<file path="src/rtl/mask_unit_read_scheduler_if.sv">
// Job, crossbar request and response bundle of the mask-unit read scheduler.
// The slave side is the scheduler; the master side is the control FSM plus crossbar.
interface mask_unit_read_scheduler_if #(
   parameter int ELEM_W = 11
);
   logic              job_valid;
   logic              job_ready;
   logic [4:0]        job_vs;
   logic [1:0]        job_eew;
   logic [ELEM_W-1:0] job_count;
   logic [3:0]        rd_valid;
   logic [3:0]        rd_ready;
   logic [19:0]       rd_vs;
   logic [27:0]       rd_offset;
   logic [7:0]        rd_readLane;
   logic [7:0]        rd_dataOffset;
   logic [3:0]        resp_valid;

   modport master (
      output job_valid, job_vs, job_eew, job_count,
      output rd_ready, resp_valid,
      input  job_ready, rd_valid, rd_vs, rd_offset,
      input  rd_readLane, rd_dataOffset
   );

   modport slave (
      input  job_valid, job_vs, job_eew, job_count,
      input  rd_ready, resp_valid,
      output job_ready, rd_valid, rd_vs, rd_offset,
      output rd_readLane, rd_dataOffset
   );
endinterface

</file>
<file path="src/rtl/mask_unit_read_scheduler.sv">
// Expands one gather job into per-slot element reads on the 4 crossbar inputs.
// Optional MASK_UNIT_READ_SCHED_PERF_EN adds stall/request perf counters.
module mask_unit_read_scheduler #(
   parameter int ELEM_W  = 11,
   parameter int MAX_OUT = 4
) (
   input  logic clock,
   input  logic reset,
   mask_unit_read_scheduler_if.slave bus,
   output logic busy,
   output logic done,
   output logic err
`ifdef MASK_UNIT_READ_SCHED_PERF_EN
   ,
   output logic [31:0] perf_stall,
   output logic [31:0] perf_reqs
`endif
);
   typedef enum logic [1:0] {IDLE, RUN, DONE} stateT;

   localparam int IW = ELEM_W + 1;
   localparam int BW = ELEM_W + 2;

   stateT             state;
   stateT             stateNxt;
   logic [4:0]        jobVs;
   logic [1:0]        jobEew;
   logic [ELEM_W-1:0] jobCount;
   logic [IW-1:0]     idx    [4];
   logic [IW-1:0]     idxNxt [4];
   logic [3:0]        outCnt [4];
   logic [3:0]        outNxt [4];
   logic [BW-1:0]     b      [4];
   logic [3:0]        rdValid;
   logic [3:0]        fire;
   logic              errSet;
   logic              allDone;
   logic              accept;

   assign accept        = (state == IDLE) & bus.job_valid;
   assign bus.job_ready = (state == IDLE);
   assign bus.rd_valid  = rdValid;
   assign busy          = (state != IDLE);
   assign done          = (state == DONE);

   always_comb begin
      rdValid           = '0;
      fire              = '0;
      errSet            = 1'b0;
      allDone           = 1'b1;
      bus.rd_vs         = '0;
      bus.rd_offset     = '0;
      bus.rd_readLane   = '0;
      bus.rd_dataOffset = '0;
      for (int k = 0; k < 4; k++) begin
         b[k] = BW'(idx[k][ELEM_W-1:0]) << jobEew;
         rdValid[k] = (state == RUN)
                    && (idx[k] < {1'b0, jobCount})
                    && (outCnt[k] < 4'(MAX_OUT));
         fire[k] = rdValid[k] & bus.rd_ready[k];
         idxNxt[k] = fire[k] ? idx[k] + IW'(4) : idx[k];
         outNxt[k] = outCnt[k];
         unique case ({fire[k], bus.resp_valid[k]})
            2'b10: outNxt[k] = outCnt[k] + 4'd1;
            2'b01: begin
               if (outCnt[k] == 4'd0) errSet = 1'b1;
               else outNxt[k] = outCnt[k] - 4'd1;
            end
            default: outNxt[k] = outCnt[k];
         endcase
         allDone = allDone
                 && (idxNxt[k] >= {1'b0, jobCount})
                 && (outNxt[k] == 4'd0);
         bus.rd_dataOffset[2*k +: 2] = b[k][1:0];
         bus.rd_readLane[2*k +: 2]   = b[k][3:2];
         bus.rd_offset[7*k +: 7]     = b[k][10:4];
         bus.rd_vs[5*k +: 5]         = jobVs + 5'(b[k][BW-1:11]);
      end
   end

   always_comb begin
      stateNxt = state;
      unique case (state)
         IDLE: begin
            if (bus.job_valid)
               stateNxt = (bus.job_count == '0) ? DONE : RUN;
         end
         RUN:     if (allDone) stateNxt = DONE;
         DONE:    stateNxt = IDLE;
         default: stateNxt = IDLE;
      endcase
   end

   always_ff @(posedge clock) begin
      if (reset) begin
         state    <= IDLE;
         jobVs    <= '0;
         jobEew   <= '0;
         jobCount <= '0;
         err      <= 1'b0;
         for (int k = 0; k < 4; k++) begin
            idx[k]    <= '0;
            outCnt[k] <= '0;
         end
      end else begin
         state <= stateNxt;
         if (errSet) err <= 1'b1;
         if (accept) begin
            jobVs    <= bus.job_vs;
            jobEew   <= (bus.job_eew == 2'd3) ? 2'd2 : bus.job_eew;
            jobCount <= bus.job_count;
         end
         for (int k = 0; k < 4; k++) begin
            idx[k]    <= accept ? IW'(k) : idxNxt[k];
            outCnt[k] <= outNxt[k];
         end
      end
   end

`ifdef MASK_UNIT_READ_SCHED_PERF_EN
   logic [2:0]  fireCnt;
   logic [32:0] reqSum;
   logic        stall;

   assign fireCnt = 3'(fire[0]) + 3'(fire[1]) + 3'(fire[2]) + 3'(fire[3]);
   assign reqSum  = {1'b0, perf_reqs} + 33'(fireCnt);
   assign stall   = (state == RUN) && |(rdValid & ~bus.rd_ready);

   // Both counters saturate and survive job boundaries.
   always_ff @(posedge clock) begin
      if (reset) begin
         perf_stall <= '0;
         perf_reqs  <= '0;
      end else begin
         if (stall && (perf_stall != '1)) perf_stall <= perf_stall + 32'd1;
         perf_reqs <= reqSum[32] ? '1 : reqSum[31:0];
      end
   end
`endif
endmodule

</file>
<file path="src/flat_wrapper.sv">
// flat-port wrapper written by rule: the top's interface ports become plain ports
module mask_unit_read_scheduler_flat 
#(
   parameter int ELEM_W  = 11,
   parameter int MAX_OUT = 4
)
  (clock, reset, busy, done, err, bus_job_valid, bus_job_vs, bus_job_eew, bus_job_count, bus_rd_ready, bus_resp_valid, bus_job_ready, bus_rd_valid, bus_rd_vs, bus_rd_offset, bus_rd_readLane, bus_rd_dataOffset);
  mask_unit_read_scheduler_if #(.ELEM_W(ELEM_W)) bus_i ();
  input  logic clock;
  input  logic reset;
  output logic busy;
  output logic done;
  output logic err;
  input wire logic [$bits(bus_i.job_valid)-1:0] bus_job_valid;
  input wire logic [$bits(bus_i.job_vs)-1:0] bus_job_vs;
  input wire logic [$bits(bus_i.job_eew)-1:0] bus_job_eew;
  input wire logic [$bits(bus_i.job_count)-1:0] bus_job_count;
  input wire logic [$bits(bus_i.rd_ready)-1:0] bus_rd_ready;
  input wire logic [$bits(bus_i.resp_valid)-1:0] bus_resp_valid;
  output wire logic [$bits(bus_i.job_ready)-1:0] bus_job_ready;
  output wire logic [$bits(bus_i.rd_valid)-1:0] bus_rd_valid;
  output wire logic [$bits(bus_i.rd_vs)-1:0] bus_rd_vs;
  output wire logic [$bits(bus_i.rd_offset)-1:0] bus_rd_offset;
  output wire logic [$bits(bus_i.rd_readLane)-1:0] bus_rd_readLane;
  output wire logic [$bits(bus_i.rd_dataOffset)-1:0] bus_rd_dataOffset;
  assign bus_i.job_valid = bus_job_valid;
  assign bus_i.job_vs = bus_job_vs;
  assign bus_i.job_eew = bus_job_eew;
  assign bus_i.job_count = bus_job_count;
  assign bus_i.rd_ready = bus_rd_ready;
  assign bus_i.resp_valid = bus_resp_valid;
  assign bus_job_ready = bus_i.job_ready;
  assign bus_rd_valid = bus_i.rd_valid;
  assign bus_rd_vs = bus_i.rd_vs;
  assign bus_rd_offset = bus_i.rd_offset;
  assign bus_rd_readLane = bus_i.rd_readLane;
  assign bus_rd_dataOffset = bus_i.rd_dataOffset;
  mask_unit_read_scheduler #(.ELEM_W(ELEM_W), .MAX_OUT(MAX_OUT)) u_core (.clock(clock), .reset(reset), .bus(bus_i), .busy(busy), .done(done), .err(err));
endmodule
</file>
<file path="config.mk">
export PLATFORM = sky130hd
export DESIGN_NAME = mask_unit_read_scheduler_flat
export DESIGN_NICKNAME = d
export VERILOG_FILES = /design/src/rtl/mask_unit_read_scheduler_if.sv /design/src/rtl/mask_unit_read_scheduler.sv /design/src/flat_wrapper.sv
export SDC_FILE = /design/constraint.sdc
export NUM_CORES = 1
export LEC_CHECK = 0
export BUFFER_PORTS_ARGS = -buffer_cell sky130_fd_sc_hd__buf_4
export CAP_MARGIN = 10
export CORE_UTILIZATION = 48
export DETAILED_ROUTE_END_ITERATION = 8
export HOLD_SLACK_MARGIN = 0.1
export PLACE_DENSITY = 0.69
export SYNTH_ARGS = -nofsm -noshare
export SYNTH_HDL_FRONTEND = slang
export SYNTH_SLANG_ARGS = --single-unit
</file>
<file path="constraint.sdc">
create_clock -name clock -period 5.93 [get_ports clock]
set_clock_uncertainty 0.05 [all_clocks]
set_input_delay 1.186 -clock clock [delete_from_list [all_inputs] [get_ports clock]]
set_output_delay 1.186 -clock clock [all_outputs]
set_load 0.01 [all_outputs]
</file>
After elaboration in Yosys (flattened, before gate mapping):

Memories as Yosys holds them, arrays and structs flattened.
Index checks and enable logic that the tools add are counted.

* flip-flop bits (word level): 21
* latch bits: 0
* RAM bits: 64
* ROM bits: 0
* bits of input ports: 29
* output and inout bits: 72
* memories kept: 2

Memories
* u_core.idx: depth 4, width 12, rd ports 4, clocked after memory_dff 0, write ports 4, line mask_unit_read_scheduler.sv:29 `logic [IW-1:0] idx [4];`
* u_core.outCnt: depth 4, width 4, rd ports 4, clocked after memory_dff 0, write ports 4, line mask_unit_read_scheduler.sv:31 `logic [3:0] outCnt [4];`

* $add $sub $neg: 16
* multipliers: 0
* divide/modulo/power cells: 0
* order comparisons: 12
* equality and inequality tests: 13
* shift operators: 4
* muxes and demuxes: 40
* bitwise logic cells: 13
* reductions and logical operators: 27

Operators by type and width (count)
* $mux 12: 12
* $shl 11x2->13: 4
* $add 12x3->12 const B: 4
* $ge 12x11->1: 4
* $lt 12x11->1: 4
* $logic_not 4->1: 8
* $mux 4: 8
* $pmux 4 s2: 4
* $add 5x2->5: 4
* $add 4x1->4 const B: 4
* $lt 4x3->1 const B: 4
* $sub 4x1->4 const B: 4
* $logic_and 1x1->1: 15
* $eq 2x2->1 const B: 6
* $logic_not 11->1: 1
* $mux 1: 11
* $eq 2x1->1 const B: 5
* $mux 2: 4
* $or 1x1->1: 8
* $and 1x1->1: 5
* $pmux 2 s2: 1
* $logic_not 2->1: 1
* $ne 2x1->1 const B: 1
* $ne 2x2->1 const B: 1
* other kinds (2): 2

Logic depth before layout (Yosys ltp):

* word-level depth: 16
* mapped depth: 19

Worst setup path after synthesis:

OpenSTA, ideal clock, no wires.

* path type: input to register
* from: input bus_rd_ready[2]
* to: register u_core.state[0]
* setup time: 0.132 ns
* arrival time: 3.808 ns
* data required time: 5.748 ns
* path slack: 1.940 ns
* cell stages on the path: 12
* buffers on the path: 1
* cell sequence: inv_1 -> nor4_2 -> inv_2 -> ha_1 -> clkbuf_1 -> a221o_1 -> a21oi_1 -> nand2_1 -> or4_1 -> nor4_2 -> a21bo_1 -> a21oi_1

* cells in the longest elaborated chain, start to end: 9
* elaborated cells on any way between the ends: 13
* classes of those cells: 1 x order compare; 3 x eq/ne; 2 x mux; 1 x bitwise; 6 x reduce/logical

RTL lines
* start: declaration: line flat_wrapper.sv:18 `input wire logic [$bits(bus_i.rd_ready)-1:0] bus_rd_ready;`
* $and 1x1->1 (*): line mask_unit_read_scheduler.sv:60 `fire[k] = rdValid[k] & bus.rd_ready[k];`
* $mux 12, or another cell as far along: line mask_unit_read_scheduler.sv:61 `idxNxt[k] = fire[k] ? idx[k] + IW'(4) : idx[k];`
* $ge 12x11->1 / $pmux 4 s2 (equally long branches): line mask_unit_read_scheduler.sv:72, mask_unit_read_scheduler.sv:63
* $logic_and 1x1->1 / $logic_not 4->1 (equally long branches): line mask_unit_read_scheduler.sv:72, mask_unit_read_scheduler.sv:73
* $logic_and 1x1->1 (*): line mask_unit_read_scheduler.sv:73 `&& (outNxt[k] == 4'd0);`
* $logic_and 1x1->1 (*): line mask_unit_read_scheduler.sv:72 `&& (idxNxt[k] >= {1'b0, jobCount})`
* $logic_and 1x1->1 (*): line mask_unit_read_scheduler.sv:73
* $ne 2x1->1 (no line) (*)
* $reduce_and 2->1 (no line) (*)
* end signal: assignment: line mask_unit_read_scheduler.sv:106 `state <= stateNxt;`
* end: declaration: line mask_unit_read_scheduler.sv:24 `stateT state;`

Mark *: on every way between the ends. The rest lies on a longest branch, timed or not.
A chain may end at the register's enable or synchronous reset.

Final worst setup path:

* from: register u_core.jobCount[5]
* to: register u_core.state[0]

* cells in the longest elaborated chain, start to end: 16
* elaborated cells on any way between the ends: 49
* classes of those cells: 8 x order compare; 9 x eq/ne; 8 x mux; 4 x bitwise; 20 x reduce/logical

RTL lines
* start: declaration: line mask_unit_read_scheduler.sv:28 `logic [ELEM_W-1:0] jobCount;`
* start signal: assignment: line mask_unit_read_scheduler.sv:111 `jobCount <= bus.job_count;`
* branches (longest 13 deep; another with $lt 12x11->1)
* $logic_and 1x1->1 (*): line mask_unit_read_scheduler.sv:73
* $ne 2x1->1 (no line) (*)
* $reduce_and 2->1 (no line) (*)

Mark *: on every way between the ends.

==> out/qor.yml <==
clock_tree:
  clkLatencyLatePin_ns: 0.35
  cts_setup_buffers: 0
  clkTransAtPathRegs_ns: 0.06
  tritoncts: "done"
  clock_sinks: 78
  postCtsHoldBufs: 0
  cts-htree-levels: 3
  cts_buffer_depth: 2
  ctsResizeCount: 0
  cts_buffers: 9
  ctsRootBufferMaster: "clkbuf_16"
synthesis:
  ys_ff_latch: 78
  synth_most_common_cell: "ha_1"
  synthArstFlopShare: 0
  yosysTopAreaCellShare: 0.225
  synth.area.top_cells: "dfxtp_1, ha_1, nor2b_1"
  ys.flop_type: "dfxtp_1"
  syn_inst: 859
  synth_edf_count: 0
  synth_warnings: 0
  synth.distinct_cells: 69
  synth_common_cells: "ha_1, nand2_1, dfxtp_1"
  seq_area_frac_synth: 0.225
  syn_avg_cell_area_sq_um: 8.08
  netlist_area_sq_um: 6940
  synth_area_leader_cell: "dfxtp_1"
critical_path:
  crit_chain: "inv_1 -> ha_1 -> a21oi_1 -> o21ai_1 -> a2111oi_4 -> inv_2 -> ha_1 -> and4bb_1 -> o21ai_0 -> o21ai_0 -> or4_1 -> or4_1 -> nor4_2 -> a21bo_1 -> a21oi_1"
  path_depth: 15
  r2r_setup_slack_ns: 1.35
  start_kind: "flip-flop"
  slowest_delay_ns: 0.74
  worst-endpoint-arrival_ns: 4.75
  worst-path-buf-inv: 2
  rr_worst_depth: 15
  critPathCaptureType: "flip-flop"
  cp_max_fo: 10
  cpLargestDelayFamily: "compound AO/OA/AOI/OAI gates"
  required_ns: 6.10
  worstSetupPathType: "flip-flop to flip-flop"
  cp_slowest_cell: "a2111oi_4"
pwr:
  power_per_cell_area_nw_per_um2: 177
  vdd_ir_drop_max_mv: 0.150
  leakagePower_nw: 3.63
timing:
  worst_pin_slew_ns: 0.953
  drv_slew: 0
  setup-tns-final_ns: 0
  setup_viol: 0
  hold_viol: 0
  hold_ws_ns: 0.406
  period_share: 0.773
  maxSlewHeadroom: 0.359
  post-route-min-period_ns: 4.58
  rsz0062_at_grt: "no"
  max_freq_mhz: 218
routing:
  drt_first_pass_iters: 5
  vias_per_cell: 5.69
  vias: 6372
  wire_per_inst_um: 17.0
  antenna_left: 0
  wl_mm: 19.1
  drt_iter0_markers: 455
  drc: 0
global_routing:
  grt_max_degree: 64
  grt_use_total: 0.258
  grt_pass1_wl_mm: 29.7
  grt_pass1_vias: 5827
  antenna_found_initial: 0
  grt_overflow: 0
flow_run:
  cap_violations: 0
placement:
  place.gp.congestion: 0.882
  io_buffers: 97
  dpl.cell_count: 1104
  dp_hpwl_mm: 14.4
floorplan:
  rows: 43
  coreArea_sq_um: 14000
  dieArea_sq_um: 14900
  io_pins: 101
  die_y_um: 122
  start_util: 0.496
  chipWidth_um: 122
min_path:
  min_delay_path_depth: 2
  hold_class: "flip-flop to flip-flop"
cells_and_area:
  nets: 1070
  drive_gt1_frac: 0.148
  final_cells: 1120
  area_delta_synth_final_pct: 16.0
  antennaDiodeCount: 0
outcome:
  outcome: "completed"
==> stage by stage <==
| step | instance area, sq um | total power [W] | utilization | worst slack [ns] |
|---|---|---|---|---|
| 3_3_place_gp | 7770 | 0.000890 | 0.555 | 1.44 |
| 3_5_place_dp | 7770 | 0.000894 | 0.555 | 1.41 |
| 2_1_floorplan | 6950 | 0.000780 | - | 1.94 |
| 4_1_cts | 8050 | 0.00143 | 0.575 | 1.38 |
| 5_1_grt | 8050 | 0.00149 | 0.575 | 1.04 |
| 6_report | 8050 | 0.00142 | 0.575 | 1.35 |
==> registers in the layout (all words and copies together) (netlist names) <==
name	flops
u_core.jobVs	5
u_core.state	2
u_core.idx	41
u_core.outCnt	16
u_core.jobCount	11
u_core.jobEew	2
u_core.err	1
==> per-layer routing <==
metal,global-route usage,part of all wire,up-vias
li1,-,-,3199
met1,0.341,0.46,2994
met2,0.435,0.47,158
met3,0.0325,0.047,21
met4,0.0800,0.019,0
met5,0,0,-
==> area by class of cell <==
cell class / instances / area (sq um)
Clock buffer: 9 / 225
Clock inverter: 7 / 55.1
Fill cell: 1375 / 5940
Inverter: 60 / 225
Multi-Input combinational cell: 684 / 4990
Sequential cell: 78 / 1560
Tap cell: 180 / 225
Timing Repair Buffer: 102 / 766
==> where the power goes <==
part | internal, W | total, W | leakage, nW | switching, W
clock | 0.000289 | 0.000537 | 0.133 | 0.000248
sequential | 0.000537 | 0.000558 | 0.633 | 0.0000211
combinational | 0.000139 | 0.000327 | 2.87 | 0.000188
==> placed cells by master, fill, tap and decap left out, drive strengths merged, types with 5 or more instances in the layout <==
master and instances:
nor2b 59, a31oi 5, nor2 53, a21o 9
dfxtp 78, ha 102, o21ai 26, inv 64
and3 13, nand3 30, o211ai 6, nand4 11
nand2 88, mux2 11, nor4 7, nor3 17
nand2b 5, clkbuf 9, xor2 11, a211oi 14
buf 102, nor3b 5, mux2i 34, a21oi 70
and2 6, xnor2 33
==> kinds of logic after synthesis <==
group,Yosys count,synth area share
AND/OR/NAND/NOR,313,0.234
adder cells (fa/ha/maj),106,0.195
flip-flops,78,0.225
buffers and inverters,99,0.0573
AO/OA/AOI/OAI,171,0.158
multiplexers,47,0.0734
XOR/XNOR,44,0.0555
other,1,0.000540
==> final timing paths <==
| check | start | to |
|---|---|---|
| max reg2reg | u_core.jobCount[5] | u_core.state[0] |
| max | u_core.jobCount[5] | u_core.state[0] |
| min | u_core.jobCount[7] | u_core.jobCount[7] |
| min reg2reg | u_core.jobCount[7] | u_core.jobCount[7] |
==> worst min-delay path, cell delays in order (launching register included) <==
cell and delay, ns:
dfxtp_1 0.31, nand2_1 0.05, a21oi_1 0.05
Note: power is estimated with default switching activity, not from simulation.
